--- src/rtl/slink_clk_seq_pkg.sv ---
// Shared types and helpers for the S-Link link clock sequencer.
// Optional feature macro used by the sequencer: SLINK_CLK_SEQ_LOCK_MONITOR_EN.
package slink_clk_seq_pkg;

  // Sequencer states; REF is the reset state (link on refclk, PLL off).
  typedef enum logic [2:0] {
    REF      = 3'd0,
    PLL_WAIT = 3'd1,
    SETTLE   = 3'd2,
    TO_PHY   = 3'd3,
    PHY      = 3'd4,
    TO_REF   = 3'd5
  } state_e;

  // Depth of the lock synchronizer in front of the FSM.
  localparam int SYNC_STAGES = 2;

  // Width of the shared phase counter: wide enough to hold the largest
  // of the three programmable phase lengths.
  function automatic int cnt_width(input int lock_timeout,
                                   input int settle_cycles,
                                   input int switch_cycles);
    int m;
    m = lock_timeout;
    if (settle_cycles > m) m = settle_cycles;
    if (switch_cycles > m) m = switch_cycles;
    return $clog2(m + 1);
  endfunction

endpackage

--- src/rtl/slink_link_clk_seq_sync.sv ---
// Two-flop synchronizer cell for single-bit asynchronous level inputs.
module slink_link_clk_seq_sync
  import slink_clk_seq_pkg::*;
(
  input  logic clk,
  input  logic rst_n,
  input  logic d,
  output logic q
);

  logic [SYNC_STAGES-1:0] sync_q;
  logic [SYNC_STAGES-1:0] sync_d;

  // Shift the asynchronous input through the synchronizer chain.
  always_comb begin
    sync_d = {sync_q[SYNC_STAGES-2:0], d};
  end

  // Synchronizer flops, cleared by reset.
  // NOTE: sequential state uses non-blocking (<=) so every flop samples the
  // pre-edge value of its neighbour; blocking here would collapse the chain.
  always_ff @(posedge clk or negedge rst_n) begin
    if (!rst_n) sync_q <= '0;
    else        sync_q <= sync_d;
  end

  assign q = sync_q[SYNC_STAGES-1];

endmodule

--- src/rtl/slink_link_clk_seq.sv ---
// S-Link link clock sequencer: selects refclk or PHY clock for the link,
// sequencing PLL power-up, lock qualification and held-reset mux switches.
// Optional lock-loss monitor in PHY: SLINK_CLK_SEQ_LOCK_MONITOR_EN.
module slink_link_clk_seq
  import slink_clk_seq_pkg::*;
#(
  parameter int LOCK_TIMEOUT  = 1024,
  parameter int SETTLE_CYCLES = 64,
  parameter int SWITCH_CYCLES = 16
) (
  input  logic clk,
  input  logic reset,
  input  logic phy_clk_req,
  input  logic phy_pll_lock,
  input  logic err_clr,
  output logic phy_pll_en,
  output logic use_phy_clk,
  output logic link_hold,
  output logic busy,
  output logic on_phy_clk,
  output logic lock_timeout_err,
  output logic lock_lost_err
);

  localparam int CNT_W = cnt_width(LOCK_TIMEOUT, SETTLE_CYCLES, SWITCH_CYCLES);
  localparam logic [CNT_W-1:0] TIMEOUT_LAST = CNT_W'(LOCK_TIMEOUT - 1);
  localparam logic [CNT_W-1:0] SETTLE_LAST  = CNT_W'(SETTLE_CYCLES - 1);
  localparam logic [CNT_W-1:0] SWITCH_LAST  = CNT_W'(SWITCH_CYCLES - 1);

  logic             lock_s;
  state_e           state_q, state_d;
  logic [CNT_W-1:0] cnt_q, cnt_d;
  logic             phy_pll_en_q, phy_pll_en_d;
  logic             use_phy_clk_q, use_phy_clk_d;
  logic             link_hold_q, link_hold_d;
  logic             busy_q, busy_d;
  logic             on_phy_clk_q, on_phy_clk_d;
  logic             lock_timeout_err_q, lock_timeout_err_d;
  logic             timeout_set;
  logic             rearm_ok;
`ifdef SLINK_CLK_SEQ_LOCK_MONITOR_EN
  logic             lock_lost_err_q, lock_lost_err_d;
  logic             lost_set;
  logic             block_q, block_d;
`endif

  slink_link_clk_seq_sync u_lock_sync (
    .clk   (clk),
    .rst_n (reset),
    .d     (phy_pll_lock),
    .q     (lock_s)
  );

  // Next-state, shared counter, error flags and output decode of next state.
  // NOTE: every signal assigned below gets a default first, so no path
  // through the case leaves one unassigned and no latch is inferred.
  always_comb begin
    state_d     = state_q;
    cnt_d       = cnt_q + CNT_W'(1);
    timeout_set = 1'b0;
`ifdef SLINK_CLK_SEQ_LOCK_MONITOR_EN
    lost_set = 1'b0;
    // A lock-loss block lasts until software drops the request.
    block_d  = block_q & phy_clk_req;
    rearm_ok = !block_q;
`else
    rearm_ok = 1'b1;
`endif

    unique case (state_q)
      REF: begin
        cnt_d = '0;
        if (phy_clk_req && rearm_ok) state_d = PLL_WAIT;
      end
      PLL_WAIT: begin
        if (!phy_clk_req)              state_d = REF;
        else if (lock_s)               state_d = SETTLE;
        else if (cnt_q == TIMEOUT_LAST) begin
          timeout_set = 1'b1;
          state_d     = REF;
        end
      end
      SETTLE: begin
        // Any lock dropout restarts qualification, including the timeout.
        if (!phy_clk_req)              state_d = REF;
        else if (!lock_s)              state_d = PLL_WAIT;
        else if (cnt_q == SETTLE_LAST) state_d = TO_PHY;
      end
      TO_PHY: begin
        // Request drops are deliberately ignored until the switch completes.
        if (cnt_q == SWITCH_LAST) state_d = PHY;
      end
      PHY: begin
        cnt_d = '0;
        if (!phy_clk_req) state_d = TO_REF;
`ifdef SLINK_CLK_SEQ_LOCK_MONITOR_EN
        else if (!lock_s) begin
          state_d  = TO_REF;
          lost_set = 1'b1;
          block_d  = 1'b1;
        end
`endif
      end
      TO_REF: begin
        if (cnt_q == SWITCH_LAST) state_d = REF;
      end
      default: state_d = REF;
    endcase

    if (state_d != state_q) cnt_d = '0;

    // Outputs are decoded from the next state so they change with the state.
    phy_pll_en_d  = (state_d != REF);
    use_phy_clk_d = (state_d == TO_PHY) || (state_d == PHY);
    link_hold_d   = (state_d == TO_PHY) || (state_d == TO_REF);
    busy_d        = (state_d != REF) && (state_d != PHY);
    on_phy_clk_d  = (state_d == PHY);

    // Sticky errors: a set event wins over a simultaneous clear.
    lock_timeout_err_d = timeout_set | (lock_timeout_err_q & ~err_clr);
`ifdef SLINK_CLK_SEQ_LOCK_MONITOR_EN
    lock_lost_err_d = lost_set | (lock_lost_err_q & ~err_clr);
`endif
  end

  // FSM state, counter and registered outputs; reset forces REF outputs.
  always_ff @(posedge clk or negedge reset) begin
    if (!reset) begin
      state_q            <= REF;
      cnt_q              <= '0;
      phy_pll_en_q       <= 1'b0;
      use_phy_clk_q      <= 1'b0;
      link_hold_q        <= 1'b0;
      busy_q             <= 1'b0;
      on_phy_clk_q       <= 1'b0;
      lock_timeout_err_q <= 1'b0;
    end else begin
      state_q            <= state_d;
      cnt_q              <= cnt_d;
      phy_pll_en_q       <= phy_pll_en_d;
      use_phy_clk_q      <= use_phy_clk_d;
      link_hold_q        <= link_hold_d;
      busy_q             <= busy_d;
      on_phy_clk_q       <= on_phy_clk_d;
      lock_timeout_err_q <= lock_timeout_err_d;
    end
  end

`ifdef SLINK_CLK_SEQ_LOCK_MONITOR_EN
  // Lock-loss flag and the re-arm block that follows a lock loss.
  always_ff @(posedge clk or negedge reset) begin
    if (!reset) begin
      lock_lost_err_q <= 1'b0;
      block_q         <= 1'b0;
    end else begin
      lock_lost_err_q <= lock_lost_err_d;
      block_q         <= block_d;
    end
  end
  assign lock_lost_err = lock_lost_err_q;
`else
  assign lock_lost_err = 1'b0;
`endif

  assign phy_pll_en       = phy_pll_en_q;
  assign use_phy_clk      = use_phy_clk_q;
  assign link_hold        = link_hold_q;
  assign busy             = busy_q;
  assign on_phy_clk       = on_phy_clk_q;
  assign lock_timeout_err = lock_timeout_err_q;

endmodule

--- config.mk ---
export PLATFORM = sky130hd
export DESIGN_NAME = slink_link_clk_seq
export DESIGN_NICKNAME = d
export VERILOG_FILES = /design/src/rtl/slink_clk_seq_pkg.sv /design/src/rtl/slink_link_clk_seq_sync.sv /design/src/rtl/slink_link_clk_seq.sv
export SDC_FILE = /design/constraint.sdc
export NUM_CORES = 1
export LEC_CHECK = 0
export ABC_CLOCK_PERIOD_IN_PS = 2560
export CELL_PAD_IN_SITES_DETAIL_PLACEMENT = 1
export CELL_PAD_IN_SITES_GLOBAL_PLACEMENT = 1
export CORE_MARGIN = 8
export CORE_UTILIZATION = 32
export DETAILED_ROUTE_END_ITERATION = 8
export MAX_ROUTING_LAYER = met4
export PLACE_DENSITY_LB_ADDON = 0.1
export REMOVE_ABC_BUFFERS = 1
export SYNTH_ARGS = -nofsm -noshare
export SYNTH_HDL_FRONTEND = slang
export SYNTH_SLANG_ARGS = --single-unit
--- constraint.sdc ---
create_clock -name clk -period 2.56 [get_ports clk]
set_clock_uncertainty 0.1 [all_clocks]
set_input_delay 0.512 -clock clk [delete_from_list [all_inputs] [get_ports clk]]
set_output_delay 0.512 -clock clk [all_outputs]
set_load 0.03 [all_outputs]
==> results of run 1 <==
## registers in the layout, summed over array words and instances (netlist names)
signal and flops:
busy 1, lock_timeout_err 1, u_lock_sync.sync_q 2, on_phy_clk 1, phy_pll_en 1, link_hold 1
use_phy_clk 1, state_q 3, cnt_q 11
## critical path, stage by stage (launching register included)
cell	delay, ns
dfrtp_1	0.43
or4_4	0.56
nor4b_4	0.35
nor2_1	0.08
a31oi_1	0.36
nand3_1	0.13
## placed cells by master (no fill, tap or decap), types with 2 or more instances in the layout
cell / count
dfrtp_1: 22
nor2_2: 10
clkdlybuf4s50_1: 10
nor2_1: 8
nand2_1: 7
inv_1: 6
nand3_1: 6
xor2_1: 5
xnor2_1: 4
nor2b_1: 3
clkbuf_4: 3
and2b_2: 2
nor4_1: 2
nand4_1: 2
buf_4: 2
## metrics by stage
stage	total power, uW	utilization [%]	cells
floorplan	638.9	-	97
global placement	763.1	37.26	155
global route	1013	38.36	159
CTS	961.0	38.36	159
detailed placement	762.1	37.26	155
finish	940.3	38.36	159
## logic make-up (layout without fill, tap and decap cells)
| family | Yosys count | after routing | synth area share, % |
|---|---|---|---|
| simple gates | 49 | 49 | 29.48 |
| mux | 2 | 2 | 2.222 |
| xor+xnor | 9 | 9 | 7.368 |
| compound gates | 7 | 7 | 4.093 |
| buf+inv | 8 | 22 | 3.860 |
| other cells | 1 | 1 | 0.3505 |
| flops | 22 | 22 | 51.46 |
| fa+ha+maj | 1 | 1 | 1.169 |
## metal layers
layer  up-vias  share of wire (%)  global-route usage, %
li1        359                  -                      -
met1       354                 49                  12.71
met2         9                 45                  13.58
met3         4                3.9                  2.729
met4         0                1.9                  4.656
met5         -                  0                      -
## power breakdown
group | leakage [uW] | switching [uW] | internal [uW]
Sequential | 0.000293 | 47.4 | 399
Combinational | 0.000224 | 181 | 120
Clock | 0.0000210 | 106 | 86.7
Total | 0.000538 | 334 | 606
## layout make-up
type | count | area (um2) | area share, %
Inverter | 6 | 22.52 | 1.787
Tap cell | 46 | 57.56 | 4.568
Sequential cell | 22 | 550.5 | 43.69
Multi-Input combinational cell | 69 | 478.0 | 37.93
Clock buffer | 4 | 36.28 | 2.880
Timing Repair Buffer | 12 | 115.1 | 9.136
## worst paths after layout
check / end / cells past startpoint / start / slack, ns
min: u_lock_sync.sync_q[1] / 0 / u_lock_sync.sync_q[0] / 0.26
min reg2reg: u_lock_sync.sync_q[1] / 0 / u_lock_sync.sync_q[0] / 0.26
max in group asynchronous: cnt_q[2] / 2 / reset / 1.69
max: phy_pll_en / 5 / cnt_q[7] / 0.42
min in group asynchronous: on_phy_clk / 2 / reset / 0.44
max reg2reg: phy_pll_en / 5 / cnt_q[7] / 0.42
==> results.ini, run 1 <==
[run_status]
outcome = finished clean

[layout]
stdcell_area_mm2 = 0.001260
nets = 120
layout-drive-gt1-share_pct = 22.12
area_delta_synth_final_pct = 17.78
fillCellCount = 369
n_antenna_cell = 0

[timing]
rsz0062_at_grt = no
fin_hold_ws_ns = 0.2643
fin_crit_sh_pct = 83.52
hold_viol = 0
finalMaxSlewViolations = 0
worst_pin_slew_ns = 0.4991
finalSetupViolations = 0
layout_min_cycle_time_ns = 2.138
setup_tns_ns = 0
max_clock_freq_ghz = 0.4677
slew_headroom_pct = 66.42
setup_ws_ns = 0.4218

[die]
dieArea_mm2 = 0.005449
rows = 21
fp.dieH_um = 73.82
die_width_um = 73.82
initial_core_util_pct = 32.57
io_pins = 12
core_mm2 = 0.003284

[detailed_routing]
wl_per_cell_um = 13.28
viasPerCell = 4.566
finalWirelength_mm = 2.111
vias = 726
drt_iter0_markers = 48
drc = 0
ant_nets = 0
firstDrtPassIters = 4

[global_routing]
grt_pass1_wl_mm = 3.843
grt.overflow.total = 0
antenna_found_initial = 0
grt_max_degree = 23
grt_usage_pct = 9.788
grt_pass1_vias = 792

[placement]
placed_cell_area_mm2 = 0.001224
place.gp.congestion = 0.7463
portBuffers = 10
dp_slack_ns = 0.3539
post-dp-hpwl_mm = 1.562

[cts]
post_cts_resized = 0
cts_setup_buffers = 0
cts_buffers = 3
clkLatencyLatePin_ns = 0.30
htreeDepth = 1
cts_hold_buf = 0
clock_path_buffers = 2
ctsRootBufferMaster = clkbuf_4
path_clk_slew_ns = 0.12
clkSinkCount = 22
tritoncts = built

[synth]
synth_area_leaders = dfrtp_1 51%, nor2_2 5.8%, xor2_1 4.1%
ys_async_sr_fraction_pct = 100.0
ys_warn_count = 0
synth_largest_area_cell = dfrtp_1
yosysMostFrequentCell = dfrtp_1
yosysSeqAreaShare_pct = 51.46
netlist_instances = 99
yosysUniqueCellTypes = 34
yosys_most_used_dff = dfrtp_1
synth_area_mm2 = 0.001070
synth_seq_cells = 22
synth_common_cells = 22 x dfrtp_1, 10 x nor2_2, 8 x nor2_1
avgSynthCellArea_um2 = 10.81
yosysTopAreaCellShare_pct = 51.46
synth_edf_count = 0

[pwr]
p_per_area_mw_per_mm2 = 746.3
leakagePower_uw = 0.0005381
max-vdd-ir-drop_mv = 0.3672

[worst_setup_path]
crit_fanout = 5
cp-end-kind = flip-flop
cp-start-kind = flip-flop
cp.required_ns = 2.64
critical_path_class = reg2reg
crit_arrival_ns = 2.22

[worst_hold_path]
hp-class = reg2reg

[flow_run]
maxCapViolations = 0

No activity file was read; power rests on OpenSTA's default activity.
==> run 2, diff against run 1 <==
Settings changed: ABC_CLOCK_PERIOD_IN_PS 2560 to 2200.
Clock period 2.56 ns to 2.2 ns, I/O delays scaled along.
==> results.ini, run 2 (synthesis gave the netlist of run 1 again) <==
[die]
rows = 21  ; unchanged
core_mm2 = 0.003284  ; unchanged
die_width_um = 73.82  ; unchanged
io_pins = 12  ; unchanged
initial_core_util_pct = 32.57  ; unchanged
fp.dieH_um = 73.82  ; unchanged
dieArea_mm2 = 0.005449  ; unchanged

[flow_run]
maxCapViolations = 0  ; unchanged

[placement]
portBuffers = 10  ; unchanged
place.gp.congestion = 0.7509  ; +0.62%
post-dp-hpwl_mm = 1.679  ; +7.5%
dp_slack_ns = 0.07890  ; -0.2750 ns

[detailed_routing]
wl_per_cell_um = 13.45  ; +1.3%
drc = 0  ; unchanged
finalWirelength_mm = 2.205  ; +4.5%
firstDrtPassIters = 3  ; -1
drt_iter0_markers = 12  ; -75%
viasPerCell = 4.585  ; +0.42%
ant_nets = 0  ; unchanged
vias = 752  ; +3.6%

[worst_setup_path]
crit_arrival_ns = 2.26  ; +0.04 ns
crit_path_start = cnt_q[7]
crit_fanout = 6  ; +1
cp.required_ns = 2.33  ; -0.31 ns
cp-start-kind = flip-flop
cp-end-kind = flip-flop
rrSetupSlack_ns = 0.08  ; -0.35 ns
r2r_start = cnt_q[7]
critical_path_class = reg2reg

[pwr]
max-vdd-ir-drop_mv = 0.3776  ; +2.8%
p_total_uw = 1125  ; +20%
leakagePower_uw = 0.0005633  ; +4.7%
p_per_area_mw_per_mm2 = 866.8  ; +16%

[layout]
reg.largest.list = cnt_q: 11 flops, state_q: 3 flops, u_lock_sync.sync_q: 2 flops
multi_input_area_um2 = 478.0  ; unchanged
nets = 125  ; +4.2%
n_antenna_cell = 0  ; unchanged
mostFrequentLayoutCell = dfrtp_1
post-route-util_pct = 39.50  ; +1.1 points
area_delta_synth_final_pct = 21.29
largest_reg_flops = 11  ; unchanged
layout-drive-gt1-share_pct = 25.42  ; +3.3 points
register_area_um2 = 550.5  ; unchanged
regMostFlops = cnt_q
final_cell_mix = 22 x dfrtp_1, 10 x nor2_2, 10 x clkdlybuf4s50_1
fillCellCount = 380  ; +3.0%

[timing]
finalSetupViolations = 0  ; unchanged
layout_min_cycle_time_ns = 2.123  ; -0.01483 ns
fin_hold_ws_ns = 0.2680  ; +0.003740 ns
finalMaxSlewViolations = 0  ; unchanged
setup_tns_ns = 0  ; unchanged
hold_viol = 0  ; unchanged
fin_crit_sh_pct = 96.51  ; +13 points
setup_ws_ns = 0.07668  ; -0.3452 ns
max_clock_freq_ghz = 0.4710  ; +0.70%
rsz0062_at_grt = yes

[cts]
htreeDepth = 1  ; unchanged
tritoncts = built
ctsRootBufferMaster = clkbuf_4
post_cts_resized = 0  ; unchanged
clkLatencyLatePin_ns = 0.31  ; about the same
cts_buffers = 3  ; unchanged
clkSinkCount = 22  ; unchanged
clock_path_buffers = 2  ; unchanged
cts_hold_buf = 0  ; unchanged
cts_setup_buffers = 0  ; unchanged
path_clk_slew_ns = 0.13  ; about the same

[global_routing]
grt_usage_pct = 9.104  ; -0.68 points
grt.overflow.total = 0  ; unchanged
grt_pass1_wl_mm = 3.732  ; -2.9%
grt_pass1_vias = 812  ; +2.5%
antenna_found_initial = 0  ; unchanged
grt_max_degree = 23  ; unchanged

[worst_hold_path]
min_from = u_lock_sync.sync_q[0]
hp-class = reg2reg

[run_status]
outcome = finished clean

-- run 2: cell count changes in the layout (fill, tap and decap cells not counted), sizes merged --
cell  change
buf       +5
-- run 2: where the power goes --
group	total (uW)	internal [uW]	switching (uW)
Clock	227	101	126
Sequential	517	465	52.2
Combinational	381	161	219
-- run 2: path summary, 6_finish.rpt --
path,depth (start not counted),endpoint
worst max-delay path,5,use_phy_clk
worst min-delay path,0,u_lock_sync.sync_q[1]
worst max register to register,5,use_phy_clk
worst min register to register,0,u_lock_sync.sync_q[1]
max in group asynchronous,2,cnt_q[6]
min in group asynchronous,2,lock_timeout_err
-- run 2: routing by layer --
layer  track usage (%)  vias to the layer above  routed length [um]
met5                 -                        -                   0
met4             3.326                        0                  18
met3             2.046                        2                  68
met2             13.98                        7                1030
met1             11.37                      375                1087
li1                  -                      368                   -
-- run 2: metrics by stage --
step	instances	cell area (um2)
2_1_floorplan	97	1051
3_3_place_gp	160	1261
3_5_place_dp	160	1261
4_1_cts	164	1297
5_1_grt	164	1297
6_report	164	1297
-- run 2: final cells by class --
class                   count  area share [%]
clock buffers               4           2.797
inverters                   6           1.736
multi-input cells          69           36.84
flip-flops and latches     22           42.43
well taps                  46           4.436
repair buffers             17           11.76
-- run 2: worst max-delay path, stage by stage (launching register included) --
cell and delay, ns:
dfrtp_1 0.40, or4_4 0.55, nor4b_4 0.34, nor2_2 0.11, nor3_4 0.31, mux2i_1 0.23
